File: config.mk
export PLATFORM = sky130hd
export DESIGN_NAME = rv32i_run_ctrl
export DESIGN_NICKNAME = d
export VERILOG_FILES = /design/src/rtl/rv32i_run_ctrl_pkg.sv /design/src/rtl/rv32i_run_ctrl_key_debounce.sv /design/src/rtl/rv32i_run_ctrl.sv
export SDC_FILE = /design/constraint.sdc
export NUM_CORES = 1
export LEC_CHECK = 0
export CORE_MARGIN = 8
export CORE_UTILIZATION = 40
export CTS_CLUSTER_SIZE = 20
export DETAILED_ROUTE_END_ITERATION = 7
export PLACE_DENSITY = 0.79
export SLEW_MARGIN = 20
export SYNTH_ARGS = -nofsm -noshare
export SYNTH_HDL_FRONTEND = slang
export SYNTH_SLANG_ARGS = --single-unit
File: constraint.sdc
create_clock -name clk -period 3.1 [get_ports clk]
set_input_delay 0.31 -clock clk [delete_from_list [all_inputs] [get_ports clk]]
set_output_delay 0.31 -clock clk [all_outputs]
set_load 0.03 [all_outputs]
File: src/rtl/rv32i_run_ctrl_pkg.sv
// Shared definitions for the rv32i debug run controller: FSM states,
// halt cause codes and the two system opcodes that end or pause a run.
package rv32i_run_ctrl_pkg;

  typedef enum logic [1:0] {
    ST_HALT = 2'd0,
    ST_STEP = 2'd1,
    ST_RUN  = 2'd2,
    ST_DONE = 2'd3
  } run_state_e;

  localparam logic [1:0] CAUSE_KEY    = 2'd0;
  localparam logic [1:0] CAUSE_BP     = 2'd1;
  localparam logic [1:0] CAUSE_EBREAK = 2'd2;
  localparam logic [1:0] CAUSE_END    = 2'd3;

  localparam logic [31:0] OPC_ECALL  = 32'h0000_0073;
  localparam logic [31:0] OPC_EBREAK = 32'h0010_0073;

endpackage

File: src/rtl/rv32i_run_ctrl_key_debounce.sv
// One push-button: 2-flop synchroniser, stable-sample debounce counter and a
// registered one-cycle pulse on each accepted rising edge.
module key_debounce #(
  parameter int DEBOUNCE = 4
) (
  input  logic clk,
  input  logic rst_n,
  input  logic raw,
  output logic level,
  output logic rise_pulse
);

  localparam int CW = $clog2(DEBOUNCE + 1);

  logic          sync1_q, sync2_q;
  logic          level_q, level_d, level_prev_q, pulse_q;
  logic [CW-1:0] cnt_q, cnt_d;

  // Any sample that agrees with the accepted level restarts the count.
  always_comb begin
    cnt_d   = '0;
    level_d = level_q;
    if (sync2_q != level_q) begin
      if (cnt_q == CW'(DEBOUNCE - 1)) level_d = ~level_q;
      else                             cnt_d   = cnt_q + 1'b1;
    end
  end

  always_ff @(posedge clk or negedge rst_n) begin
    if (!rst_n) begin
      sync1_q      <= 1'b0;
      sync2_q      <= 1'b0;
      cnt_q        <= '0;
      level_q      <= 1'b0;
      level_prev_q <= 1'b0;
      pulse_q      <= 1'b0;
    end else begin
      sync1_q      <= raw;
      sync2_q      <= sync1_q;
      cnt_q        <= cnt_d;
      level_q      <= level_d;
      level_prev_q <= level_q;
      pulse_q      <= level_q & ~level_prev_q;
    end
  end

  assign level      = level_q;
  assign rise_pulse = pulse_q;

endmodule

File: src/rtl/rv32i_run_ctrl.sv
// Debug run controller: debounced STEP and RUN/HALT keys drive the core
// clock-enable, with breakpoint, EBREAK/ECALL and retire-limit stops.
module rv32i_run_ctrl
  import rv32i_run_ctrl_pkg::*;
#(
  parameter int ADDR_W   = 16,
  parameter int NKEYS    = 2,
  parameter int DEBOUNCE = 4,
  parameter int CNT_W    = 8
) (
  input  logic              clk,
  input  logic              rst_n,
  input  logic [NKEYS-1:0]  key,
  input  logic [ADDR_W-1:0] instr_addr,
  input  logic [31:0]       instruction,
  input  logic              bp_en,
  input  logic [ADDR_W-1:0] bp_addr,
  input  logic [CNT_W-1:0]  step_limit,
  output logic              cpu_en,
  output logic              halted,
  output logic              done,
  output logic [1:0]        halt_cause,
  output logic [CNT_W-1:0]  retired,
  output logic [NKEYS-1:0]  key_pulse
);

  logic [NKEYS-1:0] level_w, pulse_w;

  for (genvar gi = 0; gi < NKEYS; gi++) begin : g_key
    key_debounce #(.DEBOUNCE(DEBOUNCE)) u_deb (
      .clk       (clk),
      .rst_n     (rst_n),
      .raw       (key[gi]),
      .level     (level_w[gi]),
      .rise_pulse(pulse_w[gi])
    );
  end

  assign key_pulse = pulse_w & level_w;

  run_state_e       state_q, state_d;
  logic             cpu_en_q, cpu_en_d;
  logic             halted_q, done_q;
  logic             bp_skip_q, bp_skip_d;
  logic [1:0]       cause_q, cause_d;
  logic [CNT_W-1:0] retired_q, retired_d;
  logic [CNT_W:0]   ret_inc;
  logic             step_pulse, run_pulse;
  logic             limit_hit, is_ecall, is_ebreak, bp_stop, cpu_en_eff;

  assign step_pulse = key_pulse[0];
  assign run_pulse  = key_pulse[1];
  assign ret_inc    = {1'b0, retired_q} + 1'b1;
  assign limit_hit  = (step_limit != '0) && (ret_inc == {1'b0, step_limit});
  assign is_ecall   = (instruction == OPC_ECALL);
  assign is_ebreak  = (instruction == OPC_EBREAK);

  // A breakpoint hit must not retire, so it masks the registered enable in
  // the same cycle; the higher-priority stops let their instruction retire.
  assign bp_stop    = (state_q == ST_RUN) && bp_en && (instr_addr == bp_addr) &&
                      !bp_skip_q && !limit_hit && !is_ecall && !is_ebreak;
  assign cpu_en_eff = cpu_en_q & ~bp_stop;

  always_comb begin
    state_d   = state_q;
    cause_d   = cause_q;
    bp_skip_d = bp_skip_q;
    retired_d = retired_q;
    if (cpu_en_eff) begin
      bp_skip_d = 1'b0;
      if (~&retired_q) retired_d = retired_q + 1'b1;
    end
    unique case (state_q)
      ST_HALT: begin
        if (run_pulse) begin
          state_d   = ST_RUN;
          bp_skip_d = 1'b1;
        end else if (step_pulse) begin
          state_d   = ST_STEP;
          bp_skip_d = 1'b1;
        end
      end
      ST_STEP: begin
        if (limit_hit || is_ecall) begin
          state_d = ST_DONE;
          cause_d = CAUSE_END;
        end else if (is_ebreak) begin
          state_d = ST_HALT;
          cause_d = CAUSE_EBREAK;
        end else begin
          state_d = ST_HALT;
          cause_d = CAUSE_KEY;
        end
      end
      ST_RUN: begin
        if (limit_hit || is_ecall) begin
          state_d = ST_DONE;
          cause_d = CAUSE_END;
        end else if (is_ebreak) begin
          state_d = ST_HALT;
          cause_d = CAUSE_EBREAK;
        end else if (bp_stop) begin
          state_d = ST_HALT;
          cause_d = CAUSE_BP;
        end else if (run_pulse) begin
          state_d = ST_HALT;
          cause_d = CAUSE_KEY;
        end
      end
      ST_DONE: state_d = ST_DONE;
      default: state_d = ST_HALT;
    endcase
    cpu_en_d = (state_d == ST_STEP) || (state_d == ST_RUN);
  end

  always_ff @(posedge clk or negedge rst_n) begin
    if (!rst_n) begin
      state_q   <= ST_HALT;
      cpu_en_q  <= 1'b0;
      halted_q  <= 1'b1;
      done_q    <= 1'b0;
      bp_skip_q <= 1'b0;
      cause_q   <= CAUSE_KEY;
      retired_q <= '0;
    end else begin
      state_q   <= state_d;
      cpu_en_q  <= cpu_en_d;
      halted_q  <= (state_d == ST_HALT) || (state_d == ST_DONE);
      done_q    <= (state_d == ST_DONE);
      bp_skip_q <= bp_skip_d;
      cause_q   <= cause_d;
      retired_q <= retired_d;
    end
  end

  assign cpu_en     = cpu_en_eff;
  assign halted     = halted_q;
  assign done       = done_q;
  assign halt_cause = cause_q;
  assign retired    = retired_q;

endmodule

# After elaboration in Yosys (flattened, before gate mapping)
# Index checks and enable logic that the tools add are counted.
# Widths: inputs -> output; s select.
# classes
muxes	23
n_eq_ne	15
reduce_logical	23
add_sub_neg	4
bitwise	10
# ops
cell	count
$eq 32x21->1 const B	1
$eq 32x7->1 const B	1
$mux 2	13
$eq 16x16->1	1
$mux 3	4
$add 8x1->9 const B	1
$eq 9x8->1	1
$add 8x1->8 const B	1
$eq 2x2->1 const B	4
$pmux 2 s4	1
$reduce_and 2->1	4
$reduce_and 8->1	1
$reduce_bool 8->1	1
$logic_and 1x1->1	7
$add 3x1->3 const B	2
$eq 3x2->1 const B	2
$not 1->1	6
$ne 5x4->1 const B	1
$eq 2x1->1 const B	2
$logic_not 1->1	4
$logic_not 2->1	2
$mux 1	4
$pmux 2 s2	1
$and 1x1->1	3
4 further kinds	7
# word_totals
reg_bits	32
output_inout_bits	15
elab_cells	94
input_bits	77

# Depth between registers and ports, before layout
# depth
ltp_word	13
mapped_depth	10
depth_no_buf	10

# Hierarchy
# A second synthesis with hierarchy kept.
# hier_totals
cells_unflattened	179
hier_area_um2	1891.8
# modules_own_cells
mod	instances	cells_per_inst	area_per_inst_um2	seq_area_each_um2
rv32i_run_ctrl	1	147	1336.3	401.6
key_debounce	2	16	277.8	200.2

# Worst setup path before layout
# OpenSTA, ideal clock, no wires.
# synth_path
path_kind	flip-flop to output port
start	register retired_q[0], in the netlist retired[0]
end	output cpu_en
t_arrival_ps	2425
stages_incl_launch_ff	9
path_slack_ps	365
path_cell_list	dfrtp_1 ha_1 nand2_2 o21a_1 or4_4 a22oi_2 a41o_1 buf_6 and2_2
# synth_between
elab_chain_len	9
# synth_lines
item	line_no	source
start, declared	rv32i_run_ctrl.sv:46	logic [CNT_W-1:0] retired_q, retired_d;
start signal, assigned	rv32i_run_ctrl.sv:132	retired_q <= retired_d;
$add 8x1->9	rv32i_run_ctrl.sv:53	assign ret_inc = {1'b0, retired_q} + 1'b1;
$eq 9x8->1	rv32i_run_ctrl.sv:54	assign limit_hit = (step_limit != '0) && (ret_inc == {1'b0, step_limit});
$logic_and 1x1->1	rv32i_run_ctrl.sv:54	
$logic_not 1->1	rv32i_run_ctrl.sv:61	!bp_skip_q && !limit_hit && !is_ecall && !is_ebreak;
$logic_and 1x1->1 (3 in series)	rv32i_run_ctrl.sv:61	
$not 1->1	rv32i_run_ctrl.sv:62	assign cpu_en_eff = cpu_en_q & ~bp_stop;
$and 1x1->1	rv32i_run_ctrl.sv:62	
end, declared	rv32i_run_ctrl.sv:19	output logic cpu_en,
# Every way passes these cells.

# Worst setup path after layout
# Ends and elaborated chain as after synthesis.

==> flow_metrics.py <==
metrics = {
    "pwr": {
        "switching_share": 0.398,
        "clockPowerShare": 0.182,
        "ir_drop_mv": 0.723,
        "switching_power_mw": 0.875,
        "p_leak_nw": 1.26,
        "power_density_nw_per_um2": 728,
        "internal_power_mw": 1.32,
        "seq_power_share": 0.333,
        "p_comb_frac": 0.485,
    },
    "final_layout": {
        "layout.nets": 376,
        "n_fill_cell": 397,
        "multi_input_area_sq_um": 1070,
        "area_delta_synth_final_pct": 57.2,
        "ff_latch_area_sq_um": 802,
        "final_cell_area_sq_um": 3020,
        "num_antenna_cells": 0,
        "drive_above_1_share": 0.0893,
    },
    "clock_tree": {
        "postCtsSetupBuffers": 0,
        "clock_latency_ps": 290,
        "hold_buffers": 0,
        "cts_root_buffer": "clkbuf_8",
        "cts_htree_levels": 2,
        "clk_pin_slew_ps": 70,
        "numCtsBuffers": 5,
        "cts_buffer_depth": 2,
        "ctsResizeCount": 0,
        "cts_tree": "done",
        "cts.sinks": 32,
    },
    "worst_setup_path": {
        "cpMaxStageDelayCell": "or4_4",
        "timing.rr.start": "retired[0]",
        "cp_top_family": "simple AND/OR/NAND/NOR gates",
        "cpPeakStageDelay_ps": 470,
        "critPathLaunchType": "flop",
        "required_ps": 2790,
        "arrival_ps": 2650,
        "startpoint": "retired[0]",
        "r2r_slack_ps": 410,
        "end_kind": "output port",
        "worstSetupPathType": "flop to output port",
        "path_cells": "ha_2 -> nand2_2 -> o21a_1 -> or4_4 -> a22oi_2 -> a41o_1 -> and2_2 -> buf_4",
        "critPathMaxFanout": 5,
        "cp_num_buf_inv": 1,
    },
    "drt": {
        "post_drt_wl_per_cell_microns": 16.8,
        "post-route-drc-count": 0,
        "finalWirelength_microns": 5810,
        "vias": 1841,
        "antenna_left": 0,
        "firstDrtPassIters": 4,
        "avgViaCountPerCell": 5.34,
        "first_iter_violations": 90,
    },
    "logic_synthesis": {
        "ys_dominant_reg_cell": "dfrtp_1",
        "yosys_warnings": 0,
        "synth_cells": 191,
        "syn_area_sq_um": 1920,
        "synth_area_per_cell_sq_um": 10.0,
        "yosysMostFrequentCell": "dfrtp_1",
        "synth_nets": 277,
        "yosys.area.top_type": "dfrtp_1",
        "synth_top_area_share": 0.404,
        "seq_area_frac_synth": 0.418,
        "synth.area.top_cells": "dfrtp_1 (40%), xor2_1 (7.3%), ha_1 (5.9%)",
        "synth-edff-count": 0,
        "synthArstFlopShare": 1.00,
        "synthDistinctLibCells": 45,
        "synth_seq_cells": 32,
        "synth_common_cells": "dfrtp_1 (31), xor2_1 (16), xnor2_1 (12)",
    },
    "global_route": {
        "grt_pass1_wl_microns": 9390,
        "grt_pass1_vias": 1883,
        "track_usage": 0.163,
        "overflow": 0,
        "grt_max_degree": 33,
        "antenna_found_initial": 0,
    },
    "placed_design": {
        "place_hpwl_microns": 4690,
        "io_buffers": 91,
        "gp_congestion": 0.873,
        "dpl_cell_area_sq_um": 2900,
    },
    "sta": {
        "tns_ps": 0,
        "skew_ps": 5.96,
        "setup_viol": 0,
        "finalHoldViolations": 0,
        "period_share": 0.954,
        "tightestPinTransition_ps": 452,
        "rsz0062_at_grt": "false",
        "maxSlewHeadroom": 0.696,
        "fmax_ghz": 0.338,
        "final.min_clock_period_ps": 2960,
        "maxSlewViolCount": 0,
    },
    "run_status": {
        "status": "finished clean",
    },
    "floorplanning": {
        "initial_core_util": 0.412,
        "die_h_microns": 85.3,
        "die_area_sq_um": 7270,
        "rows": 25,
        "num_io_pins": 92,
        "die_x_microns": 85.3,
        "fp.coreArea_sq_um": 4660,
    },
    "worst_hold_path": {
        "hp-start": "g_key[0].u_deb.sync1_q",
        "hp-class": "flop to flop",
    },
    "run": {
        "drv_cap": 0,
    },
}
-- worst paths after layout --
path | end | depth (start not counted)
worst max-delay path | cpu_en | 8
worst min-delay path | g_key[0].u_deb.sync2_q | 0
worst max register to register | retired[1] | 8
worst min register to register | g_key[0].u_deb.sync2_q | 0
max in group asynchronous | halted | 2
min in group asynchronous | g_key[0].u_deb.cnt_q[0] | 2
-- cells by family after synthesis --
| kind of cell | count (synthesis) | synth area share |
|---|---|---|
| AO/OA/AOI/OAI | 24 | 0.0821 |
| XOR/XNOR | 28 | 0.128 |
| adder cells (fa/ha/maj) | 9 | 0.0587 |
| buffers and inverters | 12 | 0.0274 |
| flip-flops | 32 | 0.418 |
| multiplexers | 7 | 0.0391 |
| AND/OR/NAND/NOR | 79 | 0.247 |
-- state kept, by name, summed over array words and instances, names as in the netlist --
name	flops
retired	8
g_key.u_deb.cnt_q	6
g_key.u_deb.level	2
g_key.u_deb.level_prev_q	2
g_key.u_deb.rise_pulse	2
g_key.u_deb.sync1_q	2
g_key.u_deb.sync2_q	2
halt_cause	2
state_q	2
bp_skip_q	1
cpu_en_q	1
done	1
halted	1
-- cell type report --
| type | instances | share of cell area |
|---|---|---|
| multi-input combinational | 147 | 0.354 |
| timing repair buffer | 94 | 0.309 |
| sequential | 32 | 0.266 |
| clock buffer | 5 | 0.0228 |
| tap | 54 | 0.0224 |
| clock inverter | 3 | 0.0141 |
| inverter | 10 | 0.0124 |
-- power groups by stage --
| stage | registers, mW | clock network [mW] | logic, mW |
|---|---|---|---|
| 2_1_floorplan | 0.816 | 0 | 0.556 |
| 3_3_place_gp | 0.730 | 0 | 1.03 |
| 3_5_place_dp | 0.734 | 0 | 1.05 |
| 4_1_cts | 0.729 | 0.411 | 1.07 |
| 5_1_grt | 0.756 | 0.431 | 1.17 |
| 6_report | 0.731 | 0.399 | 1.07 |
-- layer usage --
metal | track usage | share of wire | up-vias
met4 | 0.0573 | 0.010 | 0
met3 | 0.0425 | 0.065 | 5
met1 | 0.191 | 0.44 | 871
met2 | 0.280 | 0.49 | 72
met5 | 0 | 0 | -
li1 | - | - | 893
-- worst reg2reg max path: stages, from the launching register on --
cell and delay, ps:
dfrtp_1 450, ha_2 280, nand2_2 110, o21a_1 210, or4_4 470, a22oi_2 200, a41o_1 290, and3_2 240
mux2_2 330
-- metrics by stage --
stage,hold WS (ps),util,std cells,power [mW],worst slack [ps]
final,345,0.647,345,2.20,142
after global routing,357,0.647,345,2.36,5.02
after CTS,349,0.647,345,2.21,84.1
after detailed placement,336,0.623,337,1.79,158
after global placement,333,0.623,337,1.76,234
after floorplan,14.4,-,191,1.37,365
-- placed cells by master (no fill, tap or decap), types with 2 or more instances in the layout --
cell type and n:
nand2_1 11, nand3_1 7, inv_1 10, or4_1 2, and3_1 4, dfrtp_1 31
nor2b_1 6, mux2_2 3, nor3_1 8, and3_2 2, nor4_1 8, clkbuf_8 5
o21ai_0 8, ha_1 8, buf_4 4, nor2_1 3, a21oi_1 3, xor2_1 16
nor3b_1 4, xnor2_1 12, a31oi_1 5, nand2b_1 5, clkdlybuf4s50_1 90, mux2i_1 3
nand4_1 8
No activity file was read; power rests on OpenSTA's default activity.
